<file path="config.mk">
export PLATFORM = sky130hd
export DESIGN_NAME = prog_loader_flat
export DESIGN_NICKNAME = d
export VERILOG_FILES = /design/src/rtl/cpu_pkg.sv /design/src/rtl/prog_loader_if.sv /design/src/rtl/edge_det.sv /design/src/rtl/prog_loader.sv /design/src/flat_wrapper.sv
export SDC_FILE = /design/constraint.sdc
export NUM_CORES = 1
export LEC_CHECK = 0
export BUFFER_PORTS_ARGS = -buffer_cell sky130_fd_sc_hd__buf_2
export CORE_MARGIN = 10
export CORE_UTILIZATION = 45
export DETAILED_ROUTE_END_ITERATION = 8
export HOLD_SLACK_MARGIN = 0.02
export PLACE_DENSITY = 0.77
export SYNTH_ARGS = -nofsm -noshare
export SYNTH_HDL_FRONTEND = slang
export SYNTH_SLANG_ARGS = --single-unit
</file>
<file path="constraint.sdc">
create_clock -name clk -period 3 [get_ports clk]
set_input_delay 0.15 -clock clk [delete_from_list [all_inputs] [get_ports clk]]
set_output_delay 0.15 -clock clk [all_outputs]
set_load 0.02 [all_outputs]
</file>
<file path="src/rtl/cpu_pkg.sv">
// Shared CPU definitions: cpustate encodings and default memory geometry.
// Used by the program loader and the control unit alike.
package cpu_pkg;

    localparam int ADDR_W_DEF = 8;
    localparam int DATA_W_DEF = 8;

    typedef enum logic [1:0] {
        ST_IDLE  = 2'b00,
        ST_IN    = 2'b01,
        ST_CHECK = 2'b10,
        ST_RUN   = 2'b11
    } cpustate_e;

endpackage

</file>
<file path="src/rtl/prog_loader_if.sv">
// Byte-stream input and program-memory port of the loader.
// The loader drives the master side; source and memory sit on the slave side.
interface prog_loader_if #(
    parameter int ADDR_W = cpu_pkg::ADDR_W_DEF,
    parameter int DATA_W = cpu_pkg::DATA_W_DEF
);
    logic [DATA_W-1:0] din;
    logic              din_valid;
    logic              din_ready;
    logic              mem_sel;
    logic [ADDR_W-1:0] mem_addr;
    logic [DATA_W-1:0] mem_wdata;
    logic              mem_write;
    logic              mem_read;
    logic [DATA_W-1:0] mem_rdata;

    modport master (
        input  din, din_valid, mem_rdata,
        output din_ready, mem_sel, mem_addr, mem_wdata, mem_write, mem_read
    );

    modport slave (
        output din, din_valid, mem_rdata,
        input  din_ready, mem_sel, mem_addr, mem_wdata, mem_write, mem_read
    );
endinterface

</file>
<file path="src/rtl/edge_det.sv">
// Rising-edge detector: registers the input level and pulses for one cycle
// on a 0->1 transition.
module edge_det (
    input  logic clk,
    input  logic rst,
    input  logic sig,
    output logic rise
);
    logic sig_q;
    logic sig_d;

    always_comb sig_d = sig;

    // NOTE: state flops use non-blocking assignment so every flop samples
    // pre-edge values regardless of process ordering.
    always_ff @(posedge clk) begin
        if (rst) sig_q <= 1'b0;
        else     sig_q <= sig_d;
    end

    assign rise = sig & ~sig_q;
endmodule

</file>
<file path="src/rtl/prog_loader.sv">
// Program memory front end: streams bytes in (IN), reads them back one per
// step (CHECK), and hands the memory port to the CPU otherwise.
module prog_loader
    import cpu_pkg::*;
#(
    parameter int ADDR_W = ADDR_W_DEF,
    parameter int DATA_W = DATA_W_DEF
) (
    input  logic              clk,
    input  logic              rst,
    input  logic [1:0]        cpustate,
    input  logic              step,
    prog_loader_if.master     bus,
    output logic [ADDR_W-1:0] chk_addr,
    output logic [DATA_W-1:0] chk_data,
    output logic              chk_valid,
    output logic [ADDR_W:0]   load_count,
    output logic              full
);
    typedef enum logic [2:0] {
        S_IDLE, S_LD_WAIT, S_LD_WR, S_CK_RD, S_CK_CAP, S_CK_SHOW
    } state_e;

    localparam logic [ADDR_W:0] CNT_ONE = (ADDR_W + 1)'(1);

    state_e            state_q, state_d;
    logic [ADDR_W-1:0] wptr_q, wptr_d;
    logic [ADDR_W-1:0] rptr_q, rptr_d;
    logic [ADDR_W:0]   cnt_q, cnt_d;
    logic [DATA_W-1:0] byte_q, byte_d;
    logic [ADDR_W-1:0] chk_addr_q, chk_addr_d;
    logic [DATA_W-1:0] chk_data_q, chk_data_d;
    logic              chk_valid_q, chk_valid_d;
    logic              step_rise;
    logic              dispatch;

    edge_det u_step_edge (
        .clk  (clk),
        .rst  (rst),
        .sig  (step),
        .rise (step_rise)
    );

    // NOTE: every signal written here gets a default first, so no path can
    // leave one unassigned and infer a latch.
    always_comb begin
        state_d       = state_q;
        wptr_d        = wptr_q;
        rptr_d        = rptr_q;
        cnt_d         = cnt_q;
        byte_d        = byte_q;
        chk_addr_d    = chk_addr_q;
        chk_data_d    = chk_data_q;
        chk_valid_d   = chk_valid_q;
        dispatch      = 1'b0;
        bus.din_ready = 1'b0;
        bus.mem_sel   = 1'b0;
        bus.mem_addr  = '0;
        bus.mem_wdata = '0;
        bus.mem_write = 1'b0;
        bus.mem_read  = 1'b0;

        // dispatch marks points where a cpustate change may be taken; LD_WR
        // and CK_RD/CK_CAP finish their memory access before that happens.
        case (state_q)
            S_IDLE: dispatch = 1'b1;
            S_LD_WAIT: begin
                bus.mem_sel   = 1'b1;
                bus.din_ready = ~cnt_q[ADDR_W];
                if (bus.din_valid && !cnt_q[ADDR_W]) begin
                    byte_d  = bus.din;
                    state_d = S_LD_WR;
                end else begin
                    dispatch = 1'b1;
                end
            end
            S_LD_WR: begin
                bus.mem_sel   = 1'b1;
                bus.mem_write = 1'b1;
                bus.mem_addr  = wptr_q;
                bus.mem_wdata = byte_q;
                wptr_d        = wptr_q + ADDR_W'(1);
                cnt_d         = cnt_q + CNT_ONE;
                state_d       = S_LD_WAIT;
                dispatch      = 1'b1;
            end
            S_CK_RD: begin
                bus.mem_sel  = 1'b1;
                bus.mem_read = 1'b1;
                bus.mem_addr = rptr_q;
                state_d      = S_CK_CAP;
            end
            S_CK_CAP: begin
                bus.mem_sel = 1'b1;
                chk_data_d  = bus.mem_rdata;
                chk_addr_d  = rptr_q;
                chk_valid_d = 1'b1;
                state_d     = S_CK_SHOW;
                dispatch    = 1'b1;
            end
            S_CK_SHOW: begin
                bus.mem_sel = 1'b1;
                if (step_rise && cpustate == ST_CHECK && cnt_q != '0) begin
                    rptr_d  = (({1'b0, rptr_q} + CNT_ONE) == cnt_q) ? '0 : rptr_q + ADDR_W'(1);
                    state_d = S_CK_RD;
                end else begin
                    dispatch = 1'b1;
                end
            end
            default: state_d = S_IDLE;
        endcase

        if (dispatch) begin
            case (cpustate)
                ST_IN: begin
                    if (!(state_q inside {S_LD_WAIT, S_LD_WR})) begin
                        wptr_d      = '0;
                        cnt_d       = '0;
                        chk_valid_d = 1'b0;
                        state_d     = S_LD_WAIT;
                    end
                end
                ST_CHECK: begin
                    if (!(state_q inside {S_CK_CAP, S_CK_SHOW})) begin
                        rptr_d      = '0;
                        chk_valid_d = 1'b0;
                        state_d     = (cnt_d == '0) ? S_CK_SHOW : S_CK_RD;
                    end
                end
                default: begin
                    chk_valid_d = 1'b0;
                    state_d     = S_IDLE;
                end
            endcase
        end
    end

    always_ff @(posedge clk) begin
        if (rst) begin
            state_q     <= S_IDLE;
            wptr_q      <= '0;
            rptr_q      <= '0;
            cnt_q       <= '0;
            byte_q      <= '0;
            chk_addr_q  <= '0;
            chk_data_q  <= '0;
            chk_valid_q <= 1'b0;
        end else begin
            state_q     <= state_d;
            wptr_q      <= wptr_d;
            rptr_q      <= rptr_d;
            cnt_q       <= cnt_d;
            byte_q      <= byte_d;
            chk_addr_q  <= chk_addr_d;
            chk_data_q  <= chk_data_d;
            chk_valid_q <= chk_valid_d;
        end
    end

    assign chk_addr   = chk_addr_q;
    assign chk_data   = chk_data_q;
    assign chk_valid  = chk_valid_q;
    assign load_count = cnt_q;
    assign full       = cnt_q[ADDR_W];
endmodule
</file>
<file path="src/flat_wrapper.sv">
// flat-port wrapper written by rule: the top's interface ports become plain ports
module prog_loader_flat import cpu_pkg::*;
#(
    parameter int ADDR_W = ADDR_W_DEF,
    parameter int DATA_W = DATA_W_DEF
)
  (clk, rst, cpustate, step, chk_addr, chk_data, chk_valid, load_count, full, bus_din, bus_din_valid, bus_mem_rdata, bus_din_ready, bus_mem_sel, bus_mem_addr, bus_mem_wdata, bus_mem_write, bus_mem_read);
  prog_loader_if #(.ADDR_W(ADDR_W), .DATA_W(DATA_W)) bus_i ();
  input  logic clk;
  input  logic rst;
  input  logic [1:0] cpustate;
  input  logic step;
  output logic [ADDR_W-1:0] chk_addr;
  output logic [DATA_W-1:0] chk_data;
  output logic chk_valid;
  output logic [ADDR_W:0] load_count;
  output logic full;
  input wire logic [$bits(bus_i.din)-1:0] bus_din;
  input wire logic [$bits(bus_i.din_valid)-1:0] bus_din_valid;
  input wire logic [$bits(bus_i.mem_rdata)-1:0] bus_mem_rdata;
  output wire logic [$bits(bus_i.din_ready)-1:0] bus_din_ready;
  output wire logic [$bits(bus_i.mem_sel)-1:0] bus_mem_sel;
  output wire logic [$bits(bus_i.mem_addr)-1:0] bus_mem_addr;
  output wire logic [$bits(bus_i.mem_wdata)-1:0] bus_mem_wdata;
  output wire logic [$bits(bus_i.mem_write)-1:0] bus_mem_write;
  output wire logic [$bits(bus_i.mem_read)-1:0] bus_mem_read;
  assign bus_i.din = bus_din;
  assign bus_i.din_valid = bus_din_valid;
  assign bus_i.mem_rdata = bus_mem_rdata;
  assign bus_din_ready = bus_i.din_ready;
  assign bus_mem_sel = bus_i.mem_sel;
  assign bus_mem_addr = bus_i.mem_addr;
  assign bus_mem_wdata = bus_i.mem_wdata;
  assign bus_mem_write = bus_i.mem_write;
  assign bus_mem_read = bus_i.mem_read;
  prog_loader #(.ADDR_W(ADDR_W), .DATA_W(DATA_W)) u_core (.clk(clk), .rst(rst), .cpustate(cpustate), .step(step), .bus(bus_i), .chk_addr(chk_addr), .chk_data(chk_data), .chk_valid(chk_valid), .load_count(load_count), .full(full));
endmodule
</file>
Word-level counts from Yosys, hierarchy flattened

Cells that the tools add are included.

Output and inout port bits: 47
Register bits: 54
Bits of input ports: 22
Word-level logic and storage cells: 72

Reduce and logical (&&, ||, !) cells: 12
Add/subtract/negate cells: 4
Equality and inequality tests: 8
Bitwise logic cells: 3
Muxes and demuxes: 36

Operators by type and width:

| cell                  | number |
|---|---|
| $mux W8               | 11 |
| $mux W9               | 4 |
| $mux W3               | 6 |
| $pmux W3 S6           | 1 |
| $add A8 B1 Y8 const B | 2 |
| $pmux W8 S2           | 1 |
| $mux W1               | 10 |
| $add A8 B1 Y9 const B | 1 |
| $add A9 B1 Y9 const B | 1 |
| $eq A9 B9 Y1          | 1 |
| $logic_not A9 Y1      | 1 |
| $reduce_bool A9 Y1    | 1 |
| $eq A3 B2 Y1 const B  | 2 |
| $eq A3 B3 Y1 const B  | 2 |
| $pmux W3 S2           | 1 |
| $reduce_or A5 Y1      | 1 |
| $reduce_bool A2 Y1    | 2 |
| $eq A3 B1 Y1 const B  | 1 |
| $logic_and A1 B1 Y1   | 3 |
| $logic_not A3 Y1      | 1 |
| $pmux W1 S3           | 1 |
| $reduce_or A3 Y1      | 1 |
| $eq A2 B1 Y1 const B  | 1 |
| $eq A2 B2 Y1 const B  | 1 |
| 5 further kinds       | 6 |

Logic depth before layout (Yosys ltp)

Depth in word-level cells: 9
Mapped depth: 11
Gate-level depth less buffers: 8

Hierarchy

From an unflattened synthesis, not the netlist that was laid out.

Cell total of the unflattened synthesis: 365
Area, all modules: 2902.8 um^2

By module, submodules not included:

| module      | instances | cells an instance | sequential area each (um^2) | area an instance (um^2) |
|---|---|---|---|---|
| prog_loader | 1         | 362               | 1061.0                      | 2855.2 |
| edge_det    | 1         | 3                 | 20.0                        | 47.5 |

Worst setup path after synthesis

OpenSTA, ideal clock, no wires.

Path kind: register to register
Start point: register u_core.cnt_q[0] (netlist: u_core.load_count[0])
End point: register u_core.rptr_q[2]
Arrival: 2.131 ns
Path slack: 0.739 ns
Setup time: 0.130 ns
Cell stages (with the launch flop): 10
Required time: 2.870 ns
Buffers on the path: 2
Clock period less this slack: 2.261 ns
Cell sequence: dfxtp_1 > clkbuf_1 > inv_1 > ha_1 > or4b_4 > nor3_4 > or4_1 > buf_6 > nor3_2 > nor3_1

Longest elaborated chain between the ends: 7
Elaborated cells between the ends (all ways): 11
Those cells by class: eq/ne: 1; mux: 8; reduce/logical: 2

RTL lines:

| item                                               | line                                   | source |
|---|---|---|
| from (decl)                                        | prog_loader.sv:29                      | `logic [ADDR_W:0] cnt_q, cnt_d;` |
| from (signal assigned)                             | prog_loader.sv:152                     | `cnt_q <= cnt_d;` |
| $eq A9 B9 Y1 or $reduce_bool A9 Y1 (tied branches) | prog_loader.sv:104, prog_loader.sv:103 |  |
| $mux W8 or $logic_and A1 B1 Y1 (tied branches)     | prog_loader.sv:104, prog_loader.sv:103 |  |
| $mux W8                                            | prog_loader.sv:103                     | `if (step_rise && cpustate == ST_CHECK && cnt_q != '0) begin` |
| $mux W8                                            | prog_loader.sv:65                      | `case (state_q)` |
| $mux W8                                            | prog_loader.sv:124                     | `if (!(state_q inside {S_CK_CAP, S_CK_SHOW})) begin` |
| $mux W8                                            | prog_loader.sv:114                     | `case (cpustate)` |
| $mux W8 *                                          | prog_loader.sv:113                     | `if (dispatch) begin` |
| to (signal assigned)                               | prog_loader.sv:151                     | `rptr_q <= rptr_d;` |
| to (decl)                                          | prog_loader.sv:28                      | `logic [ADDR_W-1:0] rptr_q, rptr_d;` |

Every way passes the cells marked *; elsewhere a longest branch is shown, timed or not.
A chain may end at the register's enable or synchronous reset.

Final worst setup path

Start point: register u_core.state_q[0]
End point: output bus_mem_addr[1]

Longest elaborated chain between the ends: 2
Elaborated cells between the ends (all ways): 3
Those cells by class: eq/ne: 2; mux: 1

RTL lines:

| item                   | line               | source |
|---|---|---|
| from (decl)            | prog_loader.sv:26  | `state_e state_q, state_d;` |
| from (signal assigned) | prog_loader.sv:149 | `state_q <= state_d;` |
| $eq A3 B2 Y1           | prog_loader.sv:65  |  |
| $pmux W8 S2 *          | prog_loader.sv:65  |  |
| to (decl)              | flat_wrapper.sv:23 | `output wire logic [$bits(bus_i.mem_addr)-1:0] bus_mem_addr;` |

Marked as above.

==> results_dict.tcl <==
set metrics [dict create \
    outcome "completed" \
    htree_levels 2 \
    synth_cell_types 55 \
    firstDrtPassIters 5 \
    cts-root-buf "clkbuf_8" \
    tritoncts "yes" \
    wl_per_cell_um 15.0 \
    rsz0062_at_grt "no" \
    fmax_mhz 409 \
    finalNetCount 429 \
    power.leakage_nw 1.43 \
    synth.largest_area_cell "dfxtp_1" \
    fin_crit_sh 0.815 \
    ys_seq_area_frac 0.366 \
    yosysTopAreaCellShare 0.366 \
    cap_violations 0 \
    finalPower_mw 1.27 \
    slew_viol_final 0 \
    die_h_um 101 \
    path_cells "inv_1 -> nor3_1 -> a22o_1 -> buf_2" \
    critPathKind "reg -> out" \
    synth_top_cells_by_area "dfxtp_1 37%, xnor2_1 5.6%, nand2_1 5.3%" \
    io_buffers 68 \
    worstReg2RegEnd "u_core.load_count[3]" \
    fin_util 0.524 \
    hold_ws_ns 0.0658 \
    tns_ns 0 \
    setup_viol 0 \
    maxSlewHeadroom 0.452 \
    diodes 0 \
    ys_seq_elements 54 \
    start_kind "flop" \
    grtUsageMet2 0.221 \
    grt_util_met1 0.168 \
    grtUsageMet3 0.0473 \
    setup.worst_path.end_class "primary output" \
    cp_data_required_time_ns 2.85 \
    vias 2629 \
    synthCells 351 \
    min_path_cells 3 \
    worst_path_max_delay_cell "nor3_1" \
    worst_r2r_startpoint "u_core.load_count[0]" \
    cp_max_fo 11 \
    drive_above_1_share 0.232 \
    pre_cts_slack_ns 0.657 \
    place_congestion 0.965 \
    dieArea_sq_mm 0.0102 \
    die_w_um 101 \
    r2r_cells 8 \
    routed_wl_um 7190 \
    ctsHoldBuffers 0 \
    synth_area_per_cell_sq_um 8.42 \
    yosysMostFrequentCell "dfxtp_1" \
    grt_max_degree 31 \
    grt_use_total 0.140 \
    dp_cells 470 \
    r2r_slack_ns 0.63 \
    worstHoldPathType "in -> reg" \
    start_util 0.465 \
    drc 0 \
    fp.coreArea_sq_mm 0.00635 \
    switching_share 0.250 \
    hold_end "u_core.chk_data[0]" \
    p_per_area_mw_per_mm2 383 \
    intPower_uw 955 \
    drtIter0Drc 166 \
    placed_area_sq_mm 0.00323 \
    hold_start "bus_mem_rdata[0]" \
    syn_to_final_growth_pct 12.7 \
    rows 29 \
    cts_buffer_depth 2 \
    cts_buffers 5 \
    clkPwrFrac 0.341 \
    grt_pass1_wl_um 11900 \
    cpPeakStageDelay_ns 0.71 \
    worstSkewPairLatency_ns 0.31 \
    clock_skew_ns 0.00417 \
    clkSlewWorstSetupHoldPaths_ns 0.10 \
    antenna_found_initial 0 \
    power_frac_seq 0.578 \
    final_cell_area_sq_mm 0.00333 \
    post_synth_most_frequent_cells "54 x dfxtp_1, 42 x nand2_1, 36 x nor2_1" \
    setup_slack_ns 0.554 \
    worstMarginPinSlew_ns 0.816 \
    top_usage_layer "met2" \
    hold_viol 0 \
    cts_resized 0 \
    antenna_left 0 \
    synth_edf_count 0 \
    num_io_pins 69 \
    synthesis.nets 380 \
    via_per_inst 5.50 \
    crit_arrival_ns 2.30 \
    dpl.hpwl_um 5440 \
    power_frac_comb 0.082 \
    final_cells 478 \
    switchingPower_uw 319 \
    ir_worst_vdd_mv 0.232 \
    yosysWarnings 0 \
    synthesis.area_sq_mm 0.00296 \
    min_period_ns 2.45 \
    postCtsSetupRepairBufs 0 \
    grt.overflow.total 0 \
    clock-sinks 54 \
    grt_pass1_vias 2495 \
    async_reset_ff_frac 0 \
    synthFlopType "dfxtp_1" \
]
sequential cells by signal (all words and copies together), names as in the netlist, 3 cells and up:
name / flops
u_core.chk_data: 8
u_core.wptr_q: 8
u_core.state_q: 3
u_core.byte_q: 8
u_core.rptr_q: 8
u_core.chk_addr: 8
u_core.load_count: 9
critical path: cells and delay by family (launching register included):
kind / cells / cell delay, ns
compound gates: 1 / 0.27
buf+inv: 2 / 0.36
flops: 1 / 0.64
simple gates: 1 / 0.71
placed cells by master, fill, tap and decap left out, types with 3 or more instances in the layout:
| master | n |
|---|---|
| a21oi_1 | 24 |
| a22o_1 | 7 |
| a31oi_1 | 4 |
| and2_1 | 10 |
| and3_1 | 5 |
| and4_1 | 4 |
| buf_2 | 68 |
| clkbuf_8 | 6 |
| dfxtp_1 | 54 |
| ha_1 | 7 |
| inv_1 | 12 |
| mux2i_1 | 9 |
| nand2_1 | 42 |
| nand3_1 | 11 |
| nand4_1 | 3 |
| nor2_1 | 36 |
| nor2b_1 | 4 |
| nor3_1 | 16 |
| nor3_2 | 4 |
| o21ai_0 | 8 |
| xnor2_1 | 19 |
| xor2_1 | 11 |
power groups by stage:
stage | combinational [mW] | sequential, mW | clock (mW)
after detailed placement | 0.104 | 0.753 | 0
after global placement | 0.102 | 0.752 | 0
final | 0.104 | 0.736 | 0.434
after floorplan | 0.0748 | 0.751 | 0
after CTS | 0.105 | 0.736 | 0.450
after global routing | 0.116 | 0.738 | 0.467
per-layer routing:
metal  share of wire  wire, um
met5               0         0
met4           0.024       170
met3           0.075       541
met2            0.47      3400
met1            0.43      3090
cell type report:
type	count	area, sq um
multi-input combinational	257	1650
sequential	54	1080
tap	77	96.3
inverter	12	45.0
clock buffer	6	82.6
timing repair buffer	70	355
fill	593	3020
clock inverter	2	17.5
how the worst max path moves through the flow:
stage,slack [ns],from,cells past startpoint,endpoint
after floorplan,0.74,u_core.load_count[0],9,u_core.rptr_q[2]
after global placement,0.75,u_core.load_count[0],7,u_core.rptr_q[5]
after detailed placement,0.66,u_core.load_count[0],7,u_core.rptr_q[6]
after CTS,0.57,u_core.state_q[0],4,bus_mem_addr[6]
after global routing,0.40,u_core.state_q[0],4,bus_mem_addr[6]
final,0.55,u_core.state_q[0],4,bus_mem_addr[1]
cells by family (layout without fill, tap and decap cells):
group	after synthesis	after routing	share of synthesized area
adder cells (fa/ha/maj)	7	7	0.0296
flip-flops	54	54	0.366
multiplexers	10	10	0.0343
XOR/XNOR	30	30	0.0889
AND/OR/NAND/NOR	149	149	0.264
AO/OA/AOI/OAI	61	61	0.140
buffers and inverters	40	90	0.0771
(Power assumes the default switching activity.)
